**src/rtl/alu_result_buffer.sv**
```systemverilog
// Two-entry in-order skid buffer for ALU results (low/high word, op tag, flags).
// Ports: clk, clr (async active-high); in_* push side; out_* pop side; count, drop_err.
// Optional: define ALU_RESULT_BUFFER_FLAGS_EN to store zero/negative flags per entry.
module alu_result_buffer #(
  parameter int DEPTH = 2
) (
  input  logic        clk,
  input  logic        clr,
  input  logic        in_valid,
  output logic        in_ready,
  input  logic [31:0] in_low,
  input  logic [31:0] in_high,
  input  logic [5:0]  in_sel,
  output logic        out_valid,
  input  logic        out_ready,
  output logic [31:0] out_low,
  output logic [31:0] out_high,
  output logic [5:0]  out_sel,
  output logic        flag_z,
  output logic        flag_n,
  output logic [1:0]  count,
  output logic        drop_err
);

  localparam logic [1:0] FULL_CNT = 2'(DEPTH);
  localparam logic [5:0] SEL_MUL  = 6'd6;

  typedef enum logic [1:0] {
    EMPTY,
    ONE,
    FULL
  } state_t;

`ifdef ALU_RESULT_BUFFER_FLAGS_EN
  typedef struct packed {
    logic [31:0] low;
    logic [31:0] high;
    logic [5:0]  sel;
    logic        z;
    logic        n;
  } entry_t;
`else
  typedef struct packed {
    logic [31:0] low;
    logic [31:0] high;
    logic [5:0]  sel;
  } entry_t;
`endif

  state_t state;
  entry_t e0;
  entry_t e1;
  entry_t in_ent;
  logic   push;
  logic   pop;

  assign in_ready  = (state != FULL);
  assign out_valid = (state != EMPTY);
  assign push      = in_valid && in_ready;
  assign pop       = out_valid && out_ready;

  // Flags are frozen at push time; a multiply result spans both words.
  always_comb begin
    in_ent      = '0;
    in_ent.low  = in_low;
    in_ent.high = in_high;
    in_ent.sel  = in_sel;
`ifdef ALU_RESULT_BUFFER_FLAGS_EN
    if (in_sel == SEL_MUL) begin
      in_ent.z = ({in_high, in_low} == 64'd0);
      in_ent.n = in_high[31];
    end else begin
      in_ent.z = (in_low == 32'd0);
      in_ent.n = in_low[31];
    end
`endif
  end

  always_ff @(posedge clk or posedge clr) begin
    if (clr) begin
      state    <= EMPTY;
      e0       <= '0;
      e1       <= '0;
      drop_err <= 1'b0;
    end else begin
      if (in_valid && !in_ready) drop_err <= 1'b1;
      unique case (state)
        EMPTY: begin
          if (push) begin
            e0    <= in_ent;
            state <= ONE;
          end
        end
        ONE: begin
          if (push && pop) begin
            e0 <= in_ent;
          end else if (push) begin
            e1    <= in_ent;
            state <= FULL;
          end else if (pop) begin
            state <= EMPTY;
          end
        end
        FULL: begin
          if (pop) begin
            e0    <= e1;
            state <= ONE;
          end
        end
        default: state <= EMPTY;
      endcase
    end
  end

  // Head fields read as zero whenever nothing is buffered.
  assign out_low  = out_valid ? e0.low  : 32'd0;
  assign out_high = out_valid ? e0.high : 32'd0;
  assign out_sel  = out_valid ? e0.sel  : 6'd0;

`ifdef ALU_RESULT_BUFFER_FLAGS_EN
  assign flag_z = out_valid && e0.z;
  assign flag_n = out_valid && e0.n;
`else
  assign flag_z = 1'b0;
  assign flag_n = 1'b0;
`endif

  always_comb begin
    count = 2'd0;
    unique case (state)
      EMPTY:   count = 2'd0;
      ONE:     count = 2'd1;
      FULL:    count = FULL_CNT;
      default: count = 2'd0;
    endcase
  end

endmodule

```
**config.mk**
```make
export PLATFORM = sky130hd
export DESIGN_NAME = alu_result_buffer
export DESIGN_NICKNAME = d
export VERILOG_FILES = /design/src/rtl/alu_result_buffer.sv
export SDC_FILE = /design/constraint.sdc
export NUM_CORES = 1
export LEC_CHECK = 0
export ABC_CLOCK_PERIOD_IN_PS = 5600
export CAP_MARGIN = 15
export CELL_PAD_IN_SITES_DETAIL_PLACEMENT = 0
export CELL_PAD_IN_SITES_GLOBAL_PLACEMENT = 1
export CORE_UTILIZATION = 42
export DETAILED_ROUTE_END_ITERATION = 7
export GPL_TIMING_DRIVEN = 0
export HOLD_SLACK_MARGIN = 0.08
export PLACE_DENSITY_LB_ADDON = 0.1
export SLEW_MARGIN = 20
export SYNTH_ARGS = -nofsm -noshare
export SYNTH_HDL_FRONTEND = slang
export SYNTH_SLANG_ARGS = --single-unit
```
**constraint.sdc**
```tcl
create_clock -name clk -period 5.6 [get_ports clk]
set_input_delay 1.12 -clock clk [delete_from_list [all_inputs] [get_ports clk]]
set_output_delay 1.12 -clock clk [all_outputs]
set_load 0.02 [all_outputs]
```
==> impl_metrics.yaml <==
clocking:
  ctsResizeCount: 0
  htreeDepth: 4
  clk_path_buf_depth: 2
  cts.reportedPaths.clkPinSlew_ps: 60
  cts_hold_buf: 0
  cts-buffers-inserted: 17
  clock-root-buffer: "clkbuf_16"
  clock_latency_ps: 420
  cts_tree: "yes"
  cts.sinks: 143
  post-cts-setup-buffers: 0
floorplanning:
  rows: 46
  die_h_um: 131
  core_um2: 16000
  io_pins: 151
  die_x_um: 131
  start_util_pct: 43.4
  dieArea_um2: 17100
timing:
  rsz0062_at_grt: "false"
  timing.hold.ws_ps: 470
  max_slew.worst_pin.slew_ps: 653
  clock.fmax_mhz: 264
  relSlewSlack_pct: 56.5
  final.setup.tns_ps: 0
  fin_worst_skew_ps: 7.55
  fin_crit_sh_pct: 67.6
  hold_viol_final: 0
  fin_crit_ps: 3790
  finalSetupViolations: 0
  slew_viol_final: 0
cells_and_area:
  syn2layout_area_growth_pct: 35.1
  mostFrequentLayoutCells: "clkdlybuf4s50_1 (148), dfrtp_1 (143), mux2_1 (75)"
  drive_gt1_share_pct: 29.5
  nets: 715
  diodes: 0
  fillers: 1322
  final_common_cell: "clkdlybuf4s50_1"
routing:
  dr_total_vias: 4240
  drt-initial-drc-count: 157
  vias_per_cell: 4.87
  dr.pass1.iters: 5
  routed_wl_um: 15300
  drc_errors: 0
  post_drt_wl_per_cell_um: 17.6
  drtAntennaViolNets: 0
power:
  power_density_nw_per_um2: 505
  p_leak_nw: 4.06
  ir_drop_uv: 240
worst_setup_path:
  crit_path_max_fanout: 10
  worstPathRequired_ps: 4480
  cpPeakStageDelay_ps: 610
  path_cells: "or2_1 -> clkbuf_1 -> clkbuf_1 -> and2_1 -> clkdlybuf4s50_1"
  crit_path_end_kind: "output port"
  criticalPathCategory: "reg -> out"
  cp.arrival_ps: 2670
  critPathSlowestCell: "clkdlybuf4s50_1"
  path_common_cell: "clkbuf_1"
  worstSetupStartpointType: "flip-flop"
synth:
  syn_area_um2: 6950
  synthCells: 472
  ys_ff_latch: 143
  ys_seq_area_share_pct: 51.5
  synth-warning-count: 0
  ys_types: 22
  avgSynthCellArea_um2: 14.7
placed_design:
  dp_hpwl_um: 10400
  routabilityCongestion: 0.717
  port-buffer-count: 148
flow_run:
  drv_cap: 0
grt:
  grt_usage_pct: 19.3
  grt_pass1_vias: 4562
  overflow: 0
  grt_pass1_wl_um: 24400
  grt_start_max_net_pins: 90
  antenna_found_initial: 0
run_status:
  run_status: "complete, no violations"
hold_path:
  worst_hold_path_type: "reg -> reg"
routing by layer:
metal	up-vias	track usage, %	routed length, um
li1	1974	-	-
met1	2156	25.1	6880
met2	95	30.4	7400
met3	15	5.94	830
met4	0	6.69	174
met5	-	0	0
registers in the layout, summed over array words and instances, names as in the netlist:
register and flops:
state 2, drop_err 1, e0 70, e1 70
critical path: cells and delay by family (launching register included):
family | cells | cell delay (ps)
flip-flops | 1 | 400
buffers and inverters | 3 | 1490
AND/OR/NAND/NOR | 2 | 350
cell families after synthesis:
family	synth area share [%]
AOI/OAI and AO/OA	0.432
xor gates and xnor gates	0.126
buffers and inverters	3.26
DFF	51.5
muxes	37.8
other	0.0540
and+or+nand+nor	6.84
area by class of cell:
cell class / instances / area [um2] / area share (%)
buffer: 34 / 215 / 2.29
clock buffer: 23 / 498 / 5.30
clock inverter: 9 / 154 / 1.64
inverter: 3 / 18.8 / 0.200
multi-input combinational: 293 / 3150 / 33.5
sequential: 143 / 3580 / 38.1
tap: 216 / 270 / 2.88
timing repair buffer: 149 / 1510 / 16.1
path summary, 6_finish.rpt:
check	to	startpoint	slack (ps)	depth (start not counted)
setup / recovery	out_high[28]	state[1]$_DFFE_PP0P_	1810	5
hold / removal	drop_err$_DFFE_PP0P_	drop_err$_DFFE_PP0P_	470	1
setup reg to reg	e0[38]$_DFFE_PP0P_	state[1]$_DFFE_PP0P_	3650	5
hold reg to reg	drop_err$_DFFE_PP0P_	drop_err$_DFFE_PP0P_	470	1
max in group asynchronous	e1[62]$_DFFE_PP0P_	clr	3720	3
min in group asynchronous	e0[22]$_DFFE_PP0P_	clr	1110	2
synth_stat cells:
master	instances	share of area, %
and3b_1	1	0.13
and2_1	70	6.3
mux2_2	65	11
o21bai_1	1	0.11
mux2_4	70	15
a21o_1	1	0.11
inv_2	1	0.054
buf_2	13	0.94
o21ai_1	1	0.072
or2_1	1	0.090
xor2_1	1	0.13
buf_4	3	0.32
nor2b_1	1	0.090
buf_6	8	1.3
conb_1	1	0.054
nand2_1	1	0.054
a32o_1	1	0.14
mux2_1	75	12
clkbuf_1	10	0.54
inv_1	2	0.11
nand2b_1	2	0.18
dfrtp_1	143	51
metrics by stage:
stage          instance area, um2  util [%]  total power [mW]  instances  worst slack (ps)
5_1_grt                      9390      58.7              5.01        870              1580
2_1_floorplan                6950         -              2.83        473               642
3_5_place_dp                 8740      54.6              3.54        838              2200
6_report                     9390      58.7              4.75        870              1810
3_3_place_gp                 8710      54.4              3.47        837             -1390
4_1_cts                      9390      58.7              4.81        870              1730
where the power goes:
part	internal [mW]	switching (mW)	total (mW)
clock network	0.805	0.430	1.23
registers	1.50	0.223	1.73
logic	1.03	0.756	1.79
total	3.34	1.41	4.75
Note: power is estimated with default switching activity, not from simulation.
